## src/rtl/fetch_pc_ctrl_pkg.sv

```systemverilog
// Shared CPU fetch definitions: fetch FSM encodings and the boot address.
package fetch_pc_ctrl_pkg;

    localparam logic [31:0] RESET_PC_DEFAULT = 32'hBFC0_0000;
    localparam logic [31:0] PC_STEP          = 32'd4;

    typedef enum logic [1:0] {
        S_REQ  = 2'd0,
        S_WAIT = 2'd1,
        S_HOLD = 2'd2
    } fetch_state_e;

endpackage

```

## src/rtl/fetch_pc_ctrl.sv

```systemverilog
// Fetch-stage PC control: one-outstanding instruction-bus requester with
// delay-slot-aware redirect, exception flush and stale-response discard.
module fetch_pc_ctrl
    import fetch_pc_ctrl_pkg::*;
#(
    parameter logic [31:0] RESET_PC = RESET_PC_DEFAULT
) (
    input  logic        clk,
    input  logic        rst,
    input  logic        stallF,
    input  logic        flushF,
    input  logic [31:0] pc_excF,
    input  logic        jumpD,
    input  logic        jump_conflictD,
    input  logic [31:0] pc_jumpD,
    input  logic        branch_takenD,
    input  logic [31:0] pc_branchD,
    input  logic        stallD,
    output logic        inst_req,
    output logic [31:0] inst_addr,
    input  logic        inst_addr_ok,
    input  logic        inst_data_ok,
    input  logic [31:0] inst_rdata,
    output logic [31:0] pcF,
    output logic [31:0] pc_plus4F,
    output logic [31:0] instrF,
    output logic        instr_validF
);

    fetch_state_e state;
    fetch_state_e state_next;

    logic [31:0] pend_pc;
    logic        pend_v;
    logic        discard;

    logic        redirect;
    logic [31:0] redirect_pc;
    logic        handoff;
    logic        data_accept;
    logic [31:0] next_pc;

    assign redirect    = ((jumpD & ~jump_conflictD) | branch_takenD) & ~stallD;
    assign redirect_pc = branch_takenD ? pc_branchD : pc_jumpD;
    assign handoff     = instr_validF & ~stallF;
    assign data_accept = (state == S_WAIT) & inst_data_ok & ~discard;

    assign inst_addr = pcF;
    assign pc_plus4F = pcF + PC_STEP;

    always_comb begin
        next_pc = pcF + PC_STEP;
        if (flushF) begin
            next_pc = pc_excF;
        end else if (pend_v) begin
            next_pc = pend_pc;
        end else if (redirect) begin
            next_pc = redirect_pc;
        end
    end

    // NOTE: clocked state uses non-blocking assignments so every flop samples pre-edge values.
    always_ff @(posedge clk or posedge rst) begin
        if (rst) begin
            state <= S_REQ;
        end else begin
            state <= state_next;
        end
    end

    // NOTE: default assignment first so no path through this block infers a latch.
    always_comb begin
        state_next = state;
        if (flushF) begin
            state_next = S_REQ;
        end else begin
            unique case (state)
                S_REQ:   if (inst_addr_ok) state_next = S_WAIT;
                S_WAIT:  if (data_accept)  state_next = S_HOLD;
                S_HOLD:  if (handoff)      state_next = S_REQ;
                default:                   state_next = S_REQ;
            endcase
        end
    end

    always_comb begin
        inst_req = (state == S_REQ) & ~rst;
    end

    always_ff @(posedge clk or posedge rst) begin
        if (rst) begin
            pcF          <= RESET_PC;
            instrF       <= '0;
            instr_validF <= 1'b0;
            pend_pc      <= '0;
            pend_v       <= 1'b0;
            discard      <= 1'b0;
        end else begin
            if (flushF | handoff) begin
                pcF <= next_pc;
            end

            if (data_accept & ~flushF) begin
                instrF <= inst_rdata;
            end

            if (flushF | handoff) begin
                instr_validF <= 1'b0;
            end else if (data_accept) begin
                instr_validF <= 1'b1;
            end

            // A redirect while the delay slot is still in flight waits for its handoff.
            if (flushF | handoff) begin
                pend_v <= 1'b0;
            end else if (redirect) begin
                pend_v  <= 1'b1;
                pend_pc <= redirect_pc;
            end

            // A response arriving in the flush cycle itself is the one being dropped.
            if (flushF && (((state == S_WAIT) && (discard || !inst_data_ok)) ||
                           ((state == S_REQ) && inst_addr_ok))) begin
                discard <= 1'b1;
            end else if (inst_data_ok) begin
                discard <= 1'b0;
            end
        end
    end

endmodule

```

## config.mk

```make
export PLATFORM = sky130hd
export DESIGN_NAME = fetch_pc_ctrl
export DESIGN_NICKNAME = d
export VERILOG_FILES = /design/src/rtl/fetch_pc_ctrl_pkg.sv /design/src/rtl/fetch_pc_ctrl.sv
export SDC_FILE = /design/constraint.sdc
export NUM_CORES = 1
export LEC_CHECK = 0
export ABC_CLOCK_PERIOD_IN_PS = 7000
export CAP_MARGIN = 40
export CORE_MARGIN = 1.5
export CORE_UTILIZATION = 30
export CTS_BUF_LIST = sky130_fd_sc_hd__clkbuf_4
export CTS_CLUSTER_DIAMETER = 120
export DETAILED_ROUTE_END_ITERATION = 7
export PLACE_DENSITY = 0.68
export SYNTH_ARGS = -nofsm -noshare
export SYNTH_HDL_FRONTEND = slang
export SYNTH_SLANG_ARGS = --single-unit
```

## constraint.sdc

```tcl
create_clock -name clk -period 7 [get_ports clk]
set_clock_uncertainty 0.2 [all_clocks]
set_input_delay 1.4 -clock clk [delete_from_list [all_inputs] [get_ports clk]]
set_output_delay 1.4 -clock clk [all_outputs]
set_load 0.01 [all_outputs]
```

== Yosys cells after proc, flatten, opt, wreduce, memory -nomap -nowiden ==
Index checks and enable logic that the tools add are counted.

* Multipliers: 0
* Equal/unequal tests: 5
* Bitwise gates (word level): 16
* Reduce and logical (&&, ||, !) cells: 12
* Shifts and indexed selects: 0
* Mux-type cells: 15
* Add/subtract/negate cells: 1
* Divide/modulo/power cells: 0
* Order comparisons: 0

{| class="wikitable"
|+ Operators by type and width
! cell !! count
|-
| 2-to-1 mux 32 bit || 4
|-
| adder 32 x 3 -> 32 bit, second input constant || 1
|-
| inequality test 3 bit, second input constant || 3
|-
| 2-to-1 mux 2 bit || 4
|-
| AND 1 bit || 7
|-
| inverter 1 bit || 7
|-
| 2-to-1 mux 1 bit || 6
|-
| case mux 2 bit (3 select lines) || 1
|-
| nonzero test 2 bit || 3
|-
| logical AND 1 bit || 3
|-
| AND reduction 3 bit || 1
|-
| == test 2 x 1 -> 1 bit, second input constant || 1
|-
| == test 2 bit, second input constant || 1
|-
| logical NOT 2 bit || 1
|-
| logical OR 1 bit || 2
|-
| OR 1 bit || 2
|-
| AND reduction 2 bit || 1
|-
| logical NOT 1 bit || 1
|}

* Memories: 0
* Bits in writable memories: 0
* ROM bits: 0
* Input port bits: 138
* Word-level logic and storage cells: 56
* Bits in registers: 101
* Latch bits: 0

== Logic depth before layout (Yosys ltp) ==
* Depth in word-level cells: 7
* Depth in mapped cells: 8
* Gate-level depth less buffers: 6

== Worst setup path after synthesis ==
Ideal clock, no wire load.

* Path kind: reg-to-output
* Start point: reg pcF[2], in the netlist inst_addr[2]
* End point: out pc_plus4F[29]
* Slack: 3,273 ps
* Data arrival time: 2,127 ps
* Cell stages (with the launch flop): 6
* Buffers on the path: 1
* Cell sequence: dfrtp_1 -> nand4_2 -> or4_1 -> buf_6 -> or4_4 -> xnor2_1

* Cells in the longest elaborated chain, start to end: 1

{| class="wikitable"
|+ Ends and longest elaborated chain
! item !! line !! RTL
|-
| from (decl) || fetch_pc_ctrl.sv:24 || <nowiki>output logic [31:0] pcF,</nowiki>
|-
| from (signal assigned) || fetch_pc_ctrl.sv:100 || <nowiki>pcF <= next_pc;</nowiki>
|-
| adder 32 x 3 -> 32 bit || fetch_pc_ctrl.sv:49 || <nowiki>assign pc_plus4F = pcF + PC_STEP;</nowiki>
|-
| to (decl) || fetch_pc_ctrl.sv:25 || <nowiki>output logic [31:0] pc_plus4F,</nowiki>
|}

Every way passes these cells.

== Final worst setup path ==
Ends and elaborated chain as after synthesis.

==> flow_summary.toml <==
[grt]
grt_antenna_before_repair = 2
use_met3 = 0.0586
grt_pass1_vias = 5618
overflow = 0
grt_pass1_wl_mm = 31.9
grt.busiest_layer = "met2"
grt_max_degree = 54
grt_usage = 0.202
met2_usage = 0.341
use_met1 = 0.258

[synth]
synth-edff-count = 0
avgSynthCellArea_um2 = 9.50
synth_ff_type = "dfrtp_1"
yosysSeqAreaShare = 0.423
yosysUniqueCellTypes = 58
synth_area_um2 = 6000
async_reset_ff_frac = 1.00
synth_cells = 631
syn_nets = 770
synth_warnings = 0
synth-seq-cells = 101

[critical_path]
cp-end-kind = "primary output"
crit_type = "reg -> out"
r2r_slack_ns = 4.17
worstPathArrival_ns = 3.39
worstReg2RegEnd = "inst_addr[28]"
critPathMaxFanout = 9
r2r-start = "inst_addr[2]"
critPathRequiredTime_ns = 5.40
start_kind = "register"
r2r_cells = 7

[power]
p_switching_uw = 619
combPwrFrac = 0.401
p_seq_frac = 0.446
vdd_drop_max_uv = 152
p_int_uw = 1240
switching_share = 0.333
leakage_uw = 0.00346
p_per_area_nw_per_um2 = 211
p_clk_frac = 0.153

[min_path]
min_path_cells = 1
hold_end = "instrF[16]"
hold_class = "reg -> reg"
min_from = "instrF[16]"

[timing]
finalCriticalPeriod_ns = 4.99
rsz0062_at_grt = "false"
fmax_mhz = 201
setup_viol = 0
hold_viol = 0
worst_pin_slew_ns = 0.861
relSlewSlack = 0.426
period_share = 0.712
tns_ns = 0
slew_violations = 0

[route]
drt-initial-drc-count = 343
vias = 5760
wl_per_cell_um = 18.9
first_pass_iters = 5
ant_nets = 0
vias_per_cell = 5.16
wirelength_mm = 21.1
drc_errors = 0

[die]
rows = 51
die_area_um2 = 20800
die-width_um = 144
coreArea_um2 = 19500
num_io_pins = 268
die_y_um = 144
start_util = 0.307

[cts]
cts_buffer_depth = 2
cts_num_sinks = 101
numCtsBuffers = 9
clock_latency_ns = 0.49
clk_pin_slew_ns = 0.17
post_cts_buffers = 0
cts_tree = "built"
cts-root-buf = "clkbuf_4"
htreeDepth = 3
cts_resized = 0
postCtsHoldBufs = 0

[run_status]
run_status = "complete, no violations"

[layout]
drive_above_1_share = 0.129
final_common_cell = "clkdlybuf4s50_1"
fin_area_um2 = 8790
fill_cells = 1955
layout_common_cells = "clkdlybuf4s50_1 (265), dfrtp_1 (92), mux2_2 (54), nor2_1 (51), nand2_1 (48)"
final_nets = 985
synthToLayoutAreaGrowth_pct = 46.6

[placed_design]
gp_congestion = 0.864
dp_hpwl_mm = 15.4
io_buffers = 267
place_area_um2 = 8680

[run]
drv_cap = 0
-- how the worst max path moves through the flow --
stage / from / to / cells past startpoint
detailed placement: inst_addr[4] / pc_plus4F[29] / 5
global route: inst_addr[2] / pc_plus4F[22] / 6
finish: inst_addr[2] / pc_plus4F[29] / 5
CTS: inst_addr[2] / pc_plus4F[29] / 5
global placement: inst_addr[2] / pc_plus4F[28] / 6
floorplan: rst / discard / 1
-- per-stage QoR --
step / utilization / instances / worst slack (ns) / hold WS [ns] / power (µW)
final: 0.450 / 1117 / 2.01 / 0.325 / 1860
after detailed placement: 0.444 / 1100 / 2.57 / 0.295 / 1590
after CTS: 0.450 / 1115 / 1.98 / 0.330 / 1880
after floorplan: - / 631 / 2.77 / 0.281 / 1170
after global routing: 0.450 / 1117 / 1.75 / 0.338 / 1970
after global placement: 0.444 / 1099 / 2.46 / 0.289 / 1580
-- sequential cells by signal, summed over array words and instances, names as in the netlist --
name / flops
discard: 1
state: 2
inst_addr: 32
pend_pc: 32
instrF: 32
instr_validF: 1
pend_v: 1
-- final cells by class --
cell class                      count  area, µm²  share of cell area
Antenna cell                        2       5.00            0.000569
Clock inverter                      6       40.0             0.00455
Inverter                           14       55.1             0.00626
Multi-Input combinational cell    441       3000               0.341
Timing Repair Buffer              279       2750               0.313
Tap cell                          265        332              0.0377
Clock buffer                        9       67.6             0.00769
Sequential cell                   101       2540               0.289
-- Yosys cell counts, types with 4 or more instances --
cell,instances,share of area
dfrtp_1,92,0.38
mux2_2,54,0.10
nor2_1,52,0.033
nand2_1,48,0.030
a21oi_1,47,0.039
o21ai_0,39,0.033
buf_4,34,0.043
clkbuf_1,33,0.021
mux2i_1,24,0.040
xnor2_1,15,0.022
inv_1,14,0.0088
nor3_1,13,0.011
nand3_1,12,0.010
a221oi_1,11,0.016
dfstp_2,9,0.039
o22ai_1,9,0.0094
or3_1,9,0.0094
o31ai_1,8,0.010
and2_1,6,0.0063
and4_1,6,0.0088
buf_2,6,0.0050
nor4_1,6,0.0063
or2_2,6,0.0063
xor2_1,6,0.0088
a211oi_1,5,0.0063
nand4_1,5,0.0052
o311a_1,5,0.0083
a2111oi_0,4,0.0058
a211o_1,4,0.0058
and3_1,4,0.0042
nand2b_1,4,0.0042
-- power groups by stage --
stage                     sequential [µW]  clock [µW]  combinational (µW)
after detailed placement              839           0                 749
after floorplan                       862           0                 308
after CTS                             828         297                 754
after global placement                832           0                 744
final                                 828         284                 746
after global routing                  850         319                 802
-- logic make-up after synthesis --
kind of cell,share of synthesized area
mux,0.141
compound gates,0.169
fa+ha+maj,0.00209
buf+inv,0.0795
flops,0.423
simple gates,0.154
xor+xnor,0.0307
-- per-layer routing --
metal	vias up	share of wire
met5	-	0
met3	10	0.085
li1	2691	-
met2	253	0.49
met4	0	0.0076
met1	2806	0.42
-- worst max-delay path, stage by stage (launching register included) --
cell             delay (ns)
dfrtp_1                0.53
nand4_2                0.22
or4_1                  0.77
or4_4                  0.62
xnor2_1                0.18
clkdlybuf4s50_1        0.56
(Power assumes the default switching activity.)
